--- src/rtl/ex_alu_stage.sv ---
// ex_alu_stage
//
// Registered execute stage that sits right after the ALU-control decoder.
// It takes a 4-bit ALU control code, two operands and a destination tag, and
// presents the result with zero / signed-overflow / illegal-code flags one
// cycle later. Valid/ready handshakes on both sides. A wrapping counter
// records the number of completed output transfers.
//
// Configuration macro: EX_SKID_EN
//   undefined : single result register. in_ready = !out_valid || out_ready,
//               which is a combinational path from out_ready.
//   defined   : adds one skid entry. in_ready comes from a register
//               (!skid_valid), so there is no combinational path from
//               out_ready. Up to two operations can be held.
//
// Ports
//   clk, rst_n       clock, asynchronous active-low reset
//   in_valid/ready   input handshake
//   alu_control      0000 AND, 0001 OR, 0010 ADD, 0110 SUB, others illegal
//   op_a, op_b       operands (XLEN)
//   in_tag           destination tag (TAG_W), passed through unchanged
//   out_valid/ready  output handshake
//   out_result       result (XLEN)
//   out_zero         out_result == 0
//   out_ovf          signed overflow, ADD/SUB only
//   out_illegal      source code was illegal (result computed as ADD)
//   out_tag          tag of the held result
//   op_count         output transfers since reset, wraps (CNT_W)

module ex_alu_stage #(
    parameter int XLEN  = 32,
    parameter int TAG_W = 5,
    parameter int CNT_W = 16
) (
    input  logic             clk,
    input  logic             rst_n,
    input  logic             in_valid,
    output logic             in_ready,
    input  logic [3:0]       alu_control,
    input  logic [XLEN-1:0]  op_a,
    input  logic [XLEN-1:0]  op_b,
    input  logic [TAG_W-1:0] in_tag,
    output logic             out_valid,
    input  logic             out_ready,
    output logic [XLEN-1:0]  out_result,
    output logic             out_zero,
    output logic             out_ovf,
    output logic             out_illegal,
    output logic [TAG_W-1:0] out_tag,
    output logic [CNT_W-1:0] op_count
);

    // Everything the output register holds for one operation.
    typedef struct packed {
        logic [TAG_W-1:0] tag;
        logic             illegal;
        logic             ovf;
        logic             zero;
        logic [XLEN-1:0]  result;
    } payload_t;

    payload_t         payload_in;
    payload_t         out_reg;
    logic             out_valid_reg;
    logic [CNT_W-1:0] cnt_reg;
    logic [XLEN-1:0]  sum;
    logic [XLEN-1:0]  diff;
    logic             in_xfer;
    logic             out_xfer;

    assign sum  = op_a + op_b;
    assign diff = op_a - op_b;

    // ALU function and flags for the operation being presented.
    // The zero flag is captured alongside the result so that it reads 0
    // out of reset even though the reset result is also 0.
    always_comb begin
        payload_in         = '0;
        payload_in.tag     = in_tag;
        payload_in.result  = sum;
        case (alu_control)
            4'b0000: payload_in.result = op_a & op_b;
            4'b0001: payload_in.result = op_a | op_b;
            4'b0010: begin
                payload_in.result = sum;
                payload_in.ovf    = (op_a[XLEN-1] == op_b[XLEN-1]) &&
                                    (sum[XLEN-1] != op_a[XLEN-1]);
            end
            4'b0110: begin
                payload_in.result = diff;
                payload_in.ovf    = (op_a[XLEN-1] != op_b[XLEN-1]) &&
                                    (diff[XLEN-1] != op_a[XLEN-1]);
            end
            default: begin
                // Illegal code: behave as ADD but never flag overflow.
                payload_in.result  = sum;
                payload_in.illegal = 1'b1;
            end
        endcase
        payload_in.zero = (payload_in.result == '0);
    end

    assign in_xfer  = in_valid && in_ready;
    assign out_xfer = out_valid_reg && out_ready;

`ifdef EX_SKID_EN
    payload_t skid_reg;
    logic     skid_valid_reg;
    logic     out_free;

    assign in_ready = !skid_valid_reg;
    // Output register can take new content this edge.
    assign out_free = !out_valid_reg || out_ready;

    always_ff @(posedge clk or negedge rst_n) begin
        if (!rst_n) begin
            out_reg        <= '0;
            out_valid_reg  <= 1'b0;
            skid_reg       <= '0;
            skid_valid_reg <= 1'b0;
        end else if (out_free) begin
            if (skid_valid_reg) begin
                // Skid entry is older than anything arriving now
                // (in_ready is low while it is full), so it goes first.
                out_reg        <= skid_reg;
                out_valid_reg  <= 1'b1;
                skid_valid_reg <= 1'b0;
            end else if (in_xfer) begin
                out_reg       <= payload_in;
                out_valid_reg <= 1'b1;
            end else begin
                out_valid_reg <= 1'b0;
            end
        end else if (in_xfer) begin
            // Output stalled: park the new operation in the skid entry.
            skid_reg       <= payload_in;
            skid_valid_reg <= 1'b1;
        end
    end
`else
    assign in_ready = !out_valid_reg || out_ready;

    always_ff @(posedge clk or negedge rst_n) begin
        if (!rst_n) begin
            out_reg       <= '0;
            out_valid_reg <= 1'b0;
        end else if (in_xfer) begin
            // Covers the simultaneous in/out case: new result replaces old.
            out_reg       <= payload_in;
            out_valid_reg <= 1'b1;
        end else if (out_xfer) begin
            out_valid_reg <= 1'b0;
        end
    end
`endif

    always_ff @(posedge clk or negedge rst_n) begin
        if (!rst_n) begin
            cnt_reg <= '0;
        end else if (out_xfer) begin
            cnt_reg <= cnt_reg + 1'b1;
        end
    end

    assign out_valid   = out_valid_reg;
    assign out_result  = out_reg.result;
    assign out_zero    = out_reg.zero;
    assign out_ovf     = out_reg.ovf;
    assign out_illegal = out_reg.illegal;
    assign out_tag     = out_reg.tag;
    assign op_count    = cnt_reg;

endmodule
--- config.mk ---
export PLATFORM = sky130hd
export DESIGN_NAME = ex_alu_stage
export DESIGN_NICKNAME = d
export VERILOG_FILES = /design/src/rtl/ex_alu_stage.sv
export SDC_FILE = /design/constraint.sdc
export NUM_CORES = 1
export LEC_CHECK = 0
export CAP_MARGIN = 40
export CELL_PAD_IN_SITES_DETAIL_PLACEMENT = 2
export CELL_PAD_IN_SITES_GLOBAL_PLACEMENT = 2
export CORE_MARGIN = 2
export CORE_UTILIZATION = 33
export CTS_CLUSTER_SIZE = 28
export DETAILED_ROUTE_END_ITERATION = 6
export GPL_ROUTABILITY_DRIVEN = 0
export PLACE_DENSITY_LB_ADDON = 0.1
export SYNTH_ARGS = -nofsm -noshare
export SYNTH_HDL_FRONTEND = slang
export SYNTH_SLANG_ARGS = --single-unit
--- constraint.sdc ---
create_clock -name clk -period 6.3 [get_ports clk]
set_clock_uncertainty 0.2 [all_clocks]
set_input_delay 1.26 -clock clk [delete_from_list [all_inputs] [get_ports clk]]
set_output_delay 1.26 -clock clk [all_outputs]
set_load 0.02 [all_outputs]
==> results.md <==
- Post-synth EDFFs: 0
- Inst Count DP: between 1000 and 1500
- Worst Tran Pin Value: just over 0.9 ns
- Fmax: roughly 0.18 GHz
- PortBufs: about 130
- Ant diodes: 0
- Asr flop ratio synth: 100%
- Tmin final: ~5.5 ns
- Register area share after synthesis: between 10% and 20%
- Initial Utilization: roughly 34%
- Pwr dens: 209 nW/um^2
- Synthesized cell area: approximately 7400 um^2
- Startpoint types: input port
- Vias in the first global route: ~9000
- Post-layout util: a little over two fifths
- Place WS: roughly 0.48 ns
- Status: complete, no violations
- Die area: roughly 24000 um^2
- LEAKAGE: 4.15 nW
- YS warnings: 0
- Flops & latches, synth: between 50 and 60
- # DRC: 0
- Vias per cell: 5.87
- CP bufs+invs: 2
- GRT overflow: 0
- Nature of the critical path endpoint: flip-flop
- Syn-to-layout area delta: 26.0%
- Routed WL per cell: approximately 22 um
- Antenna violations before repair: 0
- DR pass1 iterations: 4
- Count of final setup violators: 0
- CTS Hold Buffers Added: 0
- M1 WL: around 14 mm
- Die Width: 154 um
- Commonest non-fill, non-tap cell in the layout: clkdlybuf4s50_1
- DR WL met2: approximately 16 mm
- Critical path peak fanout: 3
- Latest clock arrival within the worst-skew pair: 0.33 ns
- Worst slew margin: between 30% and 40%
- Final hold vios: 0
- CP dominant cell by count: or4_1
- WS Path Type: in2reg
- Drt total wl: roughly 32 mm
- Post-DP HPWL: approximately 25 mm
- Share of cells above drive strength 1: between 5 and 6%
- Synth Flop Type: dfrtp_1
- Num rows: 54
- Synthesized area per cell: about 7.3 um^2
- Die Ht: approximately 150 um
- Max clock buf depth: 2
- Top Metal Used: met4
- Crit path cell chain: clkdlybuf4s50_1 > inv_1 > ha_1 > o21ba_2 > or4_1 > a211oi_2 > o31ai_1 > a311oi_1 > nor2_1 > o41ai_2 > o21a_1 > o211ai_1 > or4_1 > o31ai_2
- Hold/Removal Path Class: reg2reg
- Post-CTS Setup Inserts: 0
- RSZ-0062 raised after global routing: no
- Critical-path top delay cell: or4_1
- Min setup slack post-route: approximately 0.82 ns
- CTS clk-pin slew, worst paths: approximately 0.050 ns
- Worst EP required: between 6 and 7 ns
- Metal3 WL: around 1.4 mm
- Syn Inst Count: just over 1000
- CTS tree: done
- Clock sink count: 57
- Fin cells: approximately 1400
- Final ANT Viol Nets: 0
- Part of the cycle the worst path needs: 87.0%
- Initial DRC count: between 400 and 500
- # resized after CTS: 0
- Max-cap violations: 0
- CTS buffer count: 9
- Synth cell types: 77
- Largest net degree at the start of global routing: slightly below 60
- Critical Path AT: about 5.5 ns
- GRT Overall Usage: around a quarter
- Syn nets: ~1200
- IO Pins: around 140
- Final Slew Violations: 0
- VDD IR max: 0.000128 V
- Most frequent cells in the layout: 132 x clkdlybuf4s50_1, 116 x nand2_1, 96 x nor2_1, 96 x ha_1, 95 x inv_1
- Family with the most delay on the worst path: compound AO/OA/AOI/OAI gates
- Setup TNS: 0 ns
- Reg-to-reg slack, setup: between 3 and 4 ns
- Nets@finish: approximately 1300
- CTS root buf: clkbuf_16
- Routed vias: between 8000 and 9000
- Max incr delay on CP: approximately 0.56 ns
- First-pass GRT wire length: 50.6 mm
- Core footprint: roughly 22000 um^2
- CTS H-tree lvls: 3
- Max FFs per register: 32
[worst register-to-register path, stage by stage, from the launching register on]
cell      delay, ns
dfrtp_1        0.40
nand2b_1       0.17
and2_1         0.16
buf_4          0.29
o221ai_1       0.24
nor2_1         0.14
and4_1         0.22
nand4_1        0.12
a211oi_1       0.29
nand4_1        0.14
or4_1          0.45
o31ai_2        0.18
[per-layer routing]
layer	track usage, %	vias up
met3	4.20	47
met4	5.73	0
met5	0	-
met2	47.2	218
met1	34.4	4196
li1	-	3875
[synth_stat cells (5+ instances only)]
cell type / n / area (um^2)
a211oi_1: 21 / 158
a21o_1: 13 / 97.6
a21oi_1: 82 / 410
a221oi_1: 8 / 70.1
a31oi_1: 15 / 93.8
and2_1: 5 / 31.3
and3_1: 7 / 43.8
clkbuf_1: 50 / 188
dfrtp_1: 57 / 1430
ha_1: 96 / 1200
inv_1: 95 / 357
mux2_2: 9 / 101
mux2i_1: 11 / 110
nand2_1: 116 / 435
nand2b_1: 6 / 37.5
nand3_1: 28 / 140
nand4_1: 18 / 113
nor2_1: 97 / 364
nor2b_1: 11 / 68.8
nor3_1: 29 / 145
nor4_1: 10 / 62.6
o211ai_1: 14 / 105
o21a_1: 8 / 60.1
o21ai_0: 72 / 360
o21bai_1: 10 / 75.1
o22ai_1: 9 / 56.3
o31ai_1: 15 / 113
or3_1: 6 / 37.5
xnor2_1: 22 / 193
xor2_1: 5 / 43.8
[cell families (layout without fill, tap and decap cells)]
family | after synthesis | count (layout) | share of synthesized area, %
simple gates | 352 | 352 | 22.0
fa+ha+maj | 98 | 98 | 16.7
buf+inv | 153 | 266 | 7.79
xor+xnor | 27 | 27 | 3.17
mux | 20 | 20 | 2.84
flops | 57 | 57 | 19.1
compound gates | 320 | 320 | 28.4
[where the power goes]
group          internal [W]  leakage [nW]  switching [W]
registers          0.000437         0.712      0.0000695
clock network      0.000308         0.138       0.000186
logic              0.000390          3.30       0.000572
total               0.00114          4.15       0.000827
[layout make-up]
class | count | area (um^2)
multi-input combinational | 817 | 5470
sequential | 57 | 1430
timing repair buffer | 154 | 1480
clock inverter | 7 | 78.8
clock buffer | 9 | 225
fill | 2573 | 12600
tap | 280 | 350
inverter | 96 | 360
[stage by stage]
step	power (W)	instance area, um^2	hold slack [ns]
2_1_floorplan	0.00103	7450	0.382
3_3_place_gp	0.00143	9080	0.259
3_5_place_dp	0.00146	9080	0.274
4_1_cts	0.00197	9390	0.289
5_1_grt	0.00208	9390	0.319
6_report	0.00196	9390	0.279
[worst paths after layout]
path / startpoint / endpoint / cells past startpoint
hold / removal: out_tag[2] / out_tag[2] / 2
hold reg to reg: out_tag[2] / out_tag[2] / 2
max in group asynchronous: rst_n / out_result[8] / 2
min in group asynchronous: rst_n / op_count[5] / 2
setup / recovery: op_a[1] / out_zero / 14
setup reg to reg: out_valid / out_zero / 11
Note: power is estimated with default switching activity, not from simulation.
==> edit: new RTL, config.mk and constraints unchanged <==
Register the output `op_count` once more, with the module's reset; this adds one clock of latency there. The other outputs are not delayed to match.
--- a/src/rtl/ex_alu_stage.sv
+++ b/src/rtl/ex_alu_stage.sv
@@ -170,3 +170,9 @@
     assign out_tag     = out_reg.tag;
-    assign op_count    = cnt_reg;
+    always_ff @(posedge clk or negedge rst_n) begin
+        if (!rst_n) begin
+            op_count <= '0;
+        end else begin
+            op_count <= cnt_reg;
+        end
+    end
 
Behaviour: not the same (Yosys sat finds a counterexample within 4 cycles, from zero or initial values and one cycle with rst_n low).
==> edit against the original RTL <==
Worst hold slack worse by 0.063 ns. Sequential power up 24%. Setup slack worse by 0.26 ns. Combinational power down 4.0%. Wire length down 5.8%. First-iteration DRC count down 28%. Sequential cell count up 16. Total power up 7.6%. Count of clock-buffer cells in the layout unchanged. Design area up 2.0%. Synthesized cell count down 3.9%. Die area up 3.0%. Area after synthesis up 3.1%.
==> edit: results (changes against the original RTL) <==
| Metric | Value |
|---|---|
| Status | `finished clean` |
| Met3 WL | `1110 um (-21%)` |
| Mux cell area share after synthesis | `1.97% (-0.87 points)` |
| Final non-clock buffer share | `15.5% (-0.31 points)` |
| GR Util met1 | `32.1% (-2.3 points)` |
| First-pass GRT wire length | `47,600 um (-5.8%)` |
| Worst Hold End | `op_count[15]` |
| Peak supply drop | `0.122 mV (-4.6%)` |
| Register area | `0.00183 mm^2 (+28%)` |
| FF-to-FF path depth | `10 (-1)` |
| Total track usage | `24.7% (-1.9 points)` |
| Row Count | `55 (+1.9%)` |
| Inverters | `95 (-1.0%)` |
| Seq/Total Area, Yosys | `23.8% (+4.6 points)` |
| Routed len/inst | `21.7 um (-3.2%)` |
| Synth cell types | `88 (+14%)` |
| CTS root buffer | `clkbuf_16` |
| Final HPWL DP | `23,300 um (-6.3%)` |
| Top layer in use | `met4` |
| Largest net degree at the start of global routing | `56 (-3.4%)` |
| Largest delay share family, worst path | `simple AND/OR/NAND/NOR gates` |
| Met3 Track Usage GR | `3.05% (-1.2 points)` |
| Met2 Track Usage GR | `44.1% (-3.1 points)` |
| Hold_ws | `0.216 ns (-0.0626 ns)` |
| Fraction of area in multi-input gates | `54.6% (-3.6 points)` |
| Slowest cell on crit path | `nor3b_1` |
| Hold depth | `0 (-2)` |
| Vias in the first global route | `8,473 (-4.3%)` |
| Hold path start | `cnt_reg[15]` |
| Syn nets | `1,162 (-3.3%)` |
| Worst EP arrival | `5.81 ns (+0.30 ns)` |
| Peak Freq | `174 MHz (-4.5%)` |
| Routed via count | `7,804 (-6.4%)` |
| Mean Syn Cell Area | `7.78 um^2 (+7.3%)` |
| Worst slack, placed | `0.303 ns (-0.175 ns)` |
| Async SR Flop Fraction | `100% (unchanged)` |
| Multi-input gates | `763 (-6.6%)` |
| Nets | `1,267 (-3.3%)` |
| Setup crit start | `op_a[9]` |
| Switching Share | `39.1% (-3.0 points)` |
| Area contributors post-synth | `dfrtp_1, ha_1, nand2_1, a21oi_1, o21ai_0` |
| Tightest Pin Transition | `0.808 ns (-0.116 ns)` |
| Dpl cell area | `0.00924 mm^2 (+1.7%)` |
| Fraction of area in clock buffers and inverters | `3.38% (+0.14 points)` |
| Fill cells | `2,589 (+0.62%)` |
| Compound-gate portion of the synthesized area | `28.8% (+0.37 points)` |
| Max FO, Critical Path | `13 (+10)` |
| Share of cells above drive strength 1 | `6.75% (+0.87 points)` |
| Final core utilization | `42.2% (-0.58 points)` |
| XOR/XNOR Fraction of Synth Area | `2.39% (-0.78 points)` |
| Number of non-clock buffers in the layout | `150 (-2.6%)` |
| Worst reg2reg setup slack | `3.19 ns (-0.03 ns)` |
| Synth Register Bits | `73 (+28%)` |
| Most frequent cells after synthesis | `nand2_1, ha_1, inv_1` |
| Finished Layout Cells | `1,382 (-2.7%)` |
| DRT iter0 DRCs | `321 (-28%)` |
| Post-Synth Adder-Cell Area | `16.2% (-0.50 points)` |
| DR WL met2 | `14,700 um (-5.1%)` |
| Leakage | `0.00432 uW (+4.0%)` |
| DRT met1 WL | `13,700 um (-3.3%)` |
==> edit: changes by cell type in the layout (fill, tap and decap cells not counted), sizes merged, moves of 5 or more <==
cell	before	now
dfrtp	57	73
nand3	28	19
a31oi	15	10
xnor2	22	17
o21ai	72	78
mux2i	11	5
nand4	18	11
nor2	97	78
nor4	10	16
nor3	29	13
==> edit: power groups by stage <==
stage / registers [uW] / clock network (uW) / logic [uW]
floorplan: 697 / 0 / 445
global placement: 629 / 0 / 896
detailed placement: 635 / 0 / 918
CTS: 629 / 575 / 926
global route: 638 / 594 / 1010
finish: 627 / 563 / 924
==> edit: worst register-to-register path: cells and delay by family (launching register included) <==
kind	cells	cell delay [ns]
AND/OR/NAND/NOR	8	1.98
flip-flops	1	0.38
AO/OA/AOI/OAI	2	0.48
